## config.mk

```make
export PLATFORM = sky130hd
export DESIGN_NAME = note_player
export DESIGN_NICKNAME = d
export VERILOG_FILES = /design/src/rtl/gv_pkg.sv /design/src/rtl/beat_timer.sv /design/src/rtl/note_player.sv
export SDC_FILE = /design/constraint.sdc
export NUM_CORES = 1
export LEC_CHECK = 0
export CAP_MARGIN = 30
export CORE_MARGIN = 4
export CORE_UTILIZATION = 35
export DETAILED_ROUTE_END_ITERATION = 16
export GPL_TIMING_DRIVEN = 0
export PLACE_DENSITY_LB_ADDON = 0.1
export SYNTH_ARGS = -nofsm -noshare
export SYNTH_HDL_FRONTEND = slang
export SYNTH_SLANG_ARGS = --single-unit
```

## constraint.sdc

```tcl
create_clock -name clk -period 8.44 [get_ports clk]
set_clock_uncertainty 0.15 [all_clocks]
set_input_delay 1.688 -clock clk [delete_from_list [all_inputs] [get_ports clk]]
set_output_delay 1.688 -clock clk [all_outputs]
set_load 0.01 [all_outputs]
```

## src/rtl/gv_pkg.sv

```systemverilog
// -----------------------------------------------------------------------------
// gv_pkg
// Shared types and constants for the note playback slice.
//   gv_state_e    : playback FSM state encoding (IDLE/COUNTDOWN/PLAY/DONE)
//   SONG_LEN      : steps per lane
//   LANES         : number of note lanes
//   WINDOW        : look-ahead window width
//   window_slice(): extracts the look-ahead window starting at a beat
// -----------------------------------------------------------------------------
package gv_pkg;

    typedef enum logic [1:0] {
        ST_IDLE      = 2'd0,
        ST_COUNTDOWN = 2'd1,
        ST_PLAY      = 2'd2,
        ST_DONE      = 2'd3
    } gv_state_e;

    localparam int unsigned SONG_LEN = 32;
    localparam int unsigned LANES    = 2;
    localparam int unsigned WINDOW   = 8;

    // Shifting right by the beat index zero-fills, so positions past the
    // last step read as 0 without an explicit bound check.
    function automatic logic [WINDOW-1:0] window_slice(
        input logic [SONG_LEN-1:0] lane,
        input logic [4:0]          idx,
        input logic                en
    );
        logic [SONG_LEN-1:0] shifted;
        shifted = lane >> idx;
        return en ? shifted[WINDOW-1:0] : '0;
    endfunction

endpackage

```

## src/rtl/beat_timer.sv

```systemverilog
// -----------------------------------------------------------------------------
// beat_timer
// Free-running beat divider. Counts clk cycles while run is high and asserts
// tick for one cycle every BEAT_DIV cycles; clear forces the count to 0.
// Ports:
//   clk   : system clock
//   nrst  : asynchronous active-low reset
//   run   : count enable
//   clear : synchronous count clear (priority over run)
//   tick  : high on the last cycle of each beat (count == BEAT_DIV-1)
// -----------------------------------------------------------------------------
module beat_timer #(
    parameter int unsigned BEAT_DIV = 100000
) (
    input  logic clk,
    input  logic nrst,
    input  logic run,
    input  logic clear,
    output logic tick
);

    localparam int unsigned   CW   = $clog2(BEAT_DIV);
    localparam logic [CW-1:0] LAST = CW'(BEAT_DIV - 1);

    logic [CW-1:0] cnt_q, cnt_d;

    assign tick = run && (cnt_q == LAST);

    always_comb begin
        cnt_d = cnt_q;
        if (clear) begin
            cnt_d = '0;
        end else if (run) begin
            cnt_d = tick ? '0 : cnt_q + CW'(1);
        end
    end

    always_ff @(posedge clk or negedge nrst) begin
        if (!nrst) begin
            cnt_q <= '0;
        end else begin
            cnt_q <= cnt_d;
        end
    end

endmodule

```

## src/rtl/note_player.sv

```systemverilog
// -----------------------------------------------------------------------------
// note_player
// Snapshots two 32-step note lanes on start, counts down, then plays one beat
// per BEAT_DIV cycles, scoring player hits and driving an 8-beat look-ahead.
// Optional feature macro: GV_STREAK_EN (adds streak counter, bonus scoring
// and the streak port).
// Ports:
//   clk, nrst          : clock, asynchronous active-low reset
//   start              : single-cycle start pulse (accepted in IDLE/DONE)
//   note1, note2       : lane patterns, bit i = note at beat i
//   hit                : single-cycle presses, bit0 lane 1, bit1 lane 2
//   window1, window2   : look-ahead, bit0 = current beat
//   beat_idx           : current beat 0..31
//   score              : saturating hit count
//   miss_cnt           : saturating miss count (max 63)
//   state              : FSM state encoding
//   done               : high while in DONE
//   streak             : consecutive-hit count (GV_STREAK_EN only)
// -----------------------------------------------------------------------------
module note_player
    import gv_pkg::*;
#(
    parameter int unsigned BEAT_DIV        = 100000,
    parameter int unsigned COUNTDOWN_BEATS = 4,
    parameter int unsigned SCORE_W         = 8
) (
    input  logic                clk,
    input  logic                nrst,
    input  logic                start,
    input  logic [SONG_LEN-1:0] note1,
    input  logic [SONG_LEN-1:0] note2,
    input  logic [LANES-1:0]    hit,
    output logic [WINDOW-1:0]   window1,
    output logic [WINDOW-1:0]   window2,
    output logic [4:0]          beat_idx,
    output logic [SCORE_W-1:0]  score,
    output logic [5:0]          miss_cnt,
    output logic [1:0]          state,
    output logic                done
`ifdef GV_STREAK_EN
    ,
    output logic [3:0]          streak
`endif
);

    localparam int unsigned    CDW     = $clog2(COUNTDOWN_BEATS + 1);
    localparam logic [CDW-1:0] CD_LAST = CDW'(COUNTDOWN_BEATS - 1);

    gv_state_e           state_q, state_d;
    logic [4:0]          beat_q, beat_d;
    logic [CDW-1:0]      cd_q, cd_d;
    logic [SONG_LEN-1:0] sh1_q, sh1_d, sh2_q, sh2_d;
    logic [LANES-1:0]    cons_q, cons_d;
    logic [SCORE_W-1:0]  score_q, score_d;
    logic [5:0]          miss_q, miss_d;
    logic [WINDOW-1:0]   win1_q, win1_d, win2_q, win2_d;
    logic                done_q, done_d;

    logic tick, run, accept, in_play;

    assign run     = (state_q == ST_COUNTDOWN) || (state_q == ST_PLAY);
    assign in_play = (state_q == ST_PLAY);
    assign accept  = start && ((state_q == ST_IDLE) || (state_q == ST_DONE));

    beat_timer #(
        .BEAT_DIV(BEAT_DIV)
    ) u_beat_timer (
        .clk  (clk),
        .nrst (nrst),
        .run  (run),
        .clear(accept),
        .tick (tick)
    );

    // Per-lane scoring. A press on the tick cycle is credited before the
    // end-of-beat check, so a good press suppresses that lane's end miss.
    logic [LANES-1:0] note_here, good, bad, end_miss, lane_miss;

    assign note_here = {sh2_q[beat_q], sh1_q[beat_q]};
    assign good      = in_play ? (hit & note_here & ~cons_q) : '0;
    assign bad       = in_play ? (hit & ~good) : '0;
    assign end_miss  = (in_play && tick) ? (note_here & ~cons_q & ~good) : '0;
    assign lane_miss = bad | end_miss;

    logic [1:0] good_n, miss_inc;
    assign good_n   = {1'b0, good[0]} + {1'b0, good[1]};
    assign miss_inc = {1'b0, lane_miss[0]} + {1'b0, lane_miss[1]};

    logic bonus;

`ifdef GV_STREAK_EN
    logic [3:0] streak_q, streak_d;
    logic [4:0] streak_sum;

    assign bonus      = (streak_q >= 4'd4);
    assign streak_sum = {1'b0, streak_q} + {3'b000, good_n};

    always_comb begin
        streak_d = streak_q;
        if (accept || (miss_inc != 2'd0)) begin
            streak_d = '0;
        end else if (good_n != 2'd0) begin
            streak_d = (streak_sum > 5'd15) ? 4'hF : streak_sum[3:0];
        end
    end

    assign streak = streak_q;
`else
    assign bonus = 1'b0;
`endif

    // Sums are computed wide enough to hold the worst-case overflow so the
    // saturation compare never sees a wrapped value.
    logic [2:0]         score_add;
    logic [SCORE_W+2:0] score_sum;
    logic [6:0]         miss_sum;

    assign score_add = bonus ? {good_n, 1'b0} : {1'b0, good_n};
    assign score_sum = {3'b000, score_q} + {{SCORE_W{1'b0}}, score_add};
    assign miss_sum  = {1'b0, miss_q} + {5'b00000, miss_inc};

    always_comb begin
        state_d = state_q;
        beat_d  = beat_q;
        cd_d    = cd_q;
        sh1_d   = sh1_q;
        sh2_d   = sh2_q;
        cons_d  = cons_q;
        score_d = score_q;
        miss_d  = miss_q;

        if (in_play) begin
            score_d = (score_sum > {3'b000, {SCORE_W{1'b1}}}) ? '1 : score_sum[SCORE_W-1:0];
            miss_d  = (miss_sum > 7'd63) ? 6'd63 : miss_sum[5:0];
            cons_d  = tick ? '0 : (cons_q | good);
        end

        unique case (state_q)
            ST_IDLE, ST_DONE: begin
                if (start) begin
                    state_d = ST_COUNTDOWN;
                    sh1_d   = note1;
                    sh2_d   = note2;
                    beat_d  = '0;
                    cd_d    = '0;
                    cons_d  = '0;
                    score_d = '0;
                    miss_d  = '0;
                end
            end
            ST_COUNTDOWN: begin
                if (tick) begin
                    if (cd_q == CD_LAST) begin
                        state_d = ST_PLAY;
                        beat_d  = '0;
                    end else begin
                        cd_d = cd_q + CDW'(1);
                    end
                end
            end
            ST_PLAY: begin
                if (tick) begin
                    if (beat_q == 5'd31) begin
                        state_d = ST_DONE;
                    end else begin
                        beat_d = beat_q + 5'd1;
                    end
                end
            end
            default: ;
        endcase

        // Window and done are derived from next-state values so they land on
        // the same edge as beat_idx/state.
        win1_d = window_slice(sh1_d, beat_d, state_d == ST_PLAY);
        win2_d = window_slice(sh2_d, beat_d, state_d == ST_PLAY);
        done_d = (state_d == ST_DONE);
    end

    always_ff @(posedge clk or negedge nrst) begin
        if (!nrst) begin
            state_q  <= ST_IDLE;
            beat_q   <= '0;
            cd_q     <= '0;
            sh1_q    <= '0;
            sh2_q    <= '0;
            cons_q   <= '0;
            score_q  <= '0;
            miss_q   <= '0;
            win1_q   <= '0;
            win2_q   <= '0;
            done_q   <= 1'b0;
`ifdef GV_STREAK_EN
            streak_q <= '0;
`endif
        end else begin
            state_q  <= state_d;
            beat_q   <= beat_d;
            cd_q     <= cd_d;
            sh1_q    <= sh1_d;
            sh2_q    <= sh2_d;
            cons_q   <= cons_d;
            score_q  <= score_d;
            miss_q   <= miss_d;
            win1_q   <= win1_d;
            win2_q   <= win2_d;
            done_q   <= done_d;
`ifdef GV_STREAK_EN
            streak_q <= streak_d;
`endif
        end
    end

    assign state    = state_q;
    assign beat_idx = beat_q;
    assign score    = score_q;
    assign miss_cnt = miss_q;
    assign window1  = win1_q;
    assign window2  = win2_q;
    assign done     = done_q;

endmodule

```

==> metrics.txt <==
# fillers=2,324; GP Congestion=1.06; core area=23,600 um^2; vias per cell=5.60; cell count after synthesis=870; CP Cell Sequence=clkbuf_1 -> clkbuf_1 -> mux4_2 -> mux4_2 -> mux2i_1 -> nor2_1 -> mux2i_1 -> nor2_1 -> fa_1 -> ha_1 -> nand3_1 -> o21ai_0 -> o21ai_0 -> a21oi_1; remaining antenna violation count=0; via count=7,455; Pwr Total=1410 uW; Slew Limit Headroom=0.308; Crit path buffers/inverters=2; Die W=163 um; first-pass GRT wire length=47,100 um; number of core rows=56; CTS tree=yes; Hold Vio Cnt, Final=0; maximum fanout along the worst path=10; Placement Cell Area=9970 um^2; DP HPWL=23,300 um; mapped cell area=8440 um^2; # IOs=107; Sink Count=124; final setup fails=0; syn_area_per_cell=9.70 um^2; shortest period the worst path allows=5.42 ns; Area Growth Syn to Fin=25.3%; CTS resizes=0; Post-Syn Nets=950; Post-CTS Setup Bufs=0; I/O Buffers=106; top post-synthesis cells by area=dfrtp_1, mux2i_1, mux4_2, nand2_1, inv_1; root buf cell=clkbuf_16; critical hold path startpoint=u_beat_timer.cnt_q[16]$_DFFE_PN0P_; Total Wirelength=31,000 um; R2R Path End=miss_cnt[2]$_DFF_PN0_; CTS H-tree depth=4; CTS max path bufs=2; 1st-iter DRT viols=578; Initial Util=0.357; R2R depth=14; hold_ws=0.320 ns; outcome=completed; post-synthesis sequential area ratio=0.368; flop-to-flop setup slack=3.02 ns; Yosys top cell area share=0.368; fraction of layout cells with a size suffix above 1=0.111; Slew Limit Fails=0; Critical Path Stages=14; Max Cap Viol=0; RSZ-0062 raised after global routing=false; Yosys reg bits=124; Slowest Stage Delay on Critical Path=0.82 ns; Leak Pwr=0.00522 uW; Worst path slowest cell=clkbuf_1; Worst VDD drop=0.111 mV; Synth top cells by count=mux2i_1, dfrtp_1, nand2_1; ant diodes=0; final core occ=0.448; first-pass iteration count of the detailed router=5; CTS buffer count=17; Congestion Overflow GR=0; drt wl/cell=23.3 um; min-delay worst type=reg2reg; Netlist cell types=73; final instance area=10,600 um^2; Power Dens Cells=133 nW/um^2; die area=26,700 um^2; kind of critical path=reg2reg; Top FF cell, synth=dfrtp_1; post-synth top area cell=dfrtp_1; gr usage total=0.235; TNS Setup=0 ns; hold path depth=1; Arrival @ worst endpoint=5.56 ns; Final Net Count=1,079; hold path endpoint=u_beat_timer.cnt_q[16]$_DFFE_PN0P_; CP required=8.58 ns; pin count of the biggest net entering global routing=70; asr flop ratio synth=1.00; Clock Latency Late Sink=0.43 ns; DRC violations left=0; vias in the first global route=7,596; Syn. warnings=0; Slew @ Worst Pin=1.04 ns; crit start category=flop; count leader, synth=mux2i_1; final period utilization=0.642; clk slew on worst S/H paths=0.06 ns; initial antenna violation count=0; f_max=185 MHz; Hold-fix buffers, CTS=0; FF-to-FF Start=beat_idx[1]$_DFF_PN0_; Largest delay share family, worst path=buffers and inverters; number of flops mapped to enable cells by yosys=0; height of the die=163 um; Worst setup EP type=flop
## layout by cell type, fill, tap and decap left out, drive strengths merged, types with 6 or more instances in the layout
cell	count
a211oi	6
a21oi	39
a22oi	15
a31oi	14
and2	6
and3	7
buf	42
clkbuf	38
clkdlybuf4s50	105
clkinv	11
dfrtp	124
ha	9
inv	72
mux2i	182
mux4	20
nand2	86
nand2b	8
nand3	42
nand4	12
nor2	38
nor3	9
o21ai	43
## area by class of cell
cell class                 instances  area, um^2  area share
buffer                            57         337      0.0318
clock buffer                      18         429      0.0406
clock inverter                    14         170      0.0161
inverter                          73         284      0.0269
multi-input combinational        616        4710       0.446
sequential                       124        3100       0.294
tap                              319         399      0.0378
timing repair buffer             110        1130       0.107
## where the power goes
group	leakage, uW	internal (uW)	switching (uW)
clock network	0.000294	465	299
logic	0.00323	29.6	19.0
registers	0.00170	595	0
total	0.00522	1090	318
## worst max-delay path by stage
stage                            end             startpoint  slack, ns
4_1_cts        miss_cnt[2]$_DFF_PN0_  beat_idx[1]$_DFF_PN0_       3.21
5_1_grt        miss_cnt[2]$_DFF_PN0_  beat_idx[1]$_DFF_PN0_       2.95
3_5_place_dp   miss_cnt[2]$_DFF_PN0_  beat_idx[1]$_DFF_PN0_       3.22
6_report       miss_cnt[2]$_DFF_PN0_  beat_idx[1]$_DFF_PN0_       3.02
2_1_floorplan  miss_cnt[3]$_DFF_PN0_  beat_idx[0]$_DFF_PN0_       4.63
3_3_place_gp     sh2_q[12]$_DFF_PN0_                   nrst       0.37
## per-stage QoR
step                      setup slack [ns]  instances
final                                 3.02       1331
after global routing                  2.95       1331
after CTS                             3.21       1331
after detailed placement              3.22       1299
after global placement               0.366       1295
after floorplan                       4.63        870
## cell families after synthesis
logic type | after synthesis | synth area share
xor gates and xnor gates | 6 | 0.00623
buffers and inverters | 130 | 0.0735
and+or+nand+nor | 230 | 0.135
adders and majority gates | 11 | 0.0181
muxes | 205 | 0.273
DFF | 124 | 0.368
AOI/OAI and AO/OA | 164 | 0.126
## metal layers
layer / track usage / vias to the layer above / routed length (um)
li1: - / 3427 / -
met1: 0.306 / 3699 / 13200
met2: 0.394 / 264 / 15100
met3: 0.0391 / 65 / 1490
met4: 0.0907 / 0 / 1120
met5: 0 / - / 0
## sequential cells by signal, summed over array words and instances, names as in the netlist, 3 cells and up
signal and count:
cd_q 3, score 8, sh1_q 32, window2 8
u_beat_timer.cnt_q 17, beat_idx 5, miss_cnt 6, window1 8
sh2_q 32
## worst reg2reg max path, stage by stage, from the launching register on
cell and delay, ns:
dfrtp_1 0.42, clkbuf_1 0.80, clkbuf_1 0.83, mux4_2 0.45
mux4_2 0.52, mux2i_1 0.38, nor2_1 0.13, mux2i_1 0.17
nor2_1 0.07, fa_1 0.42, ha_1 0.24, nand3_1 0.13
o21ai_0 0.23, o21ai_0 0.26, a21oi_1 0.08
Power figures use the tool's default switching activity.
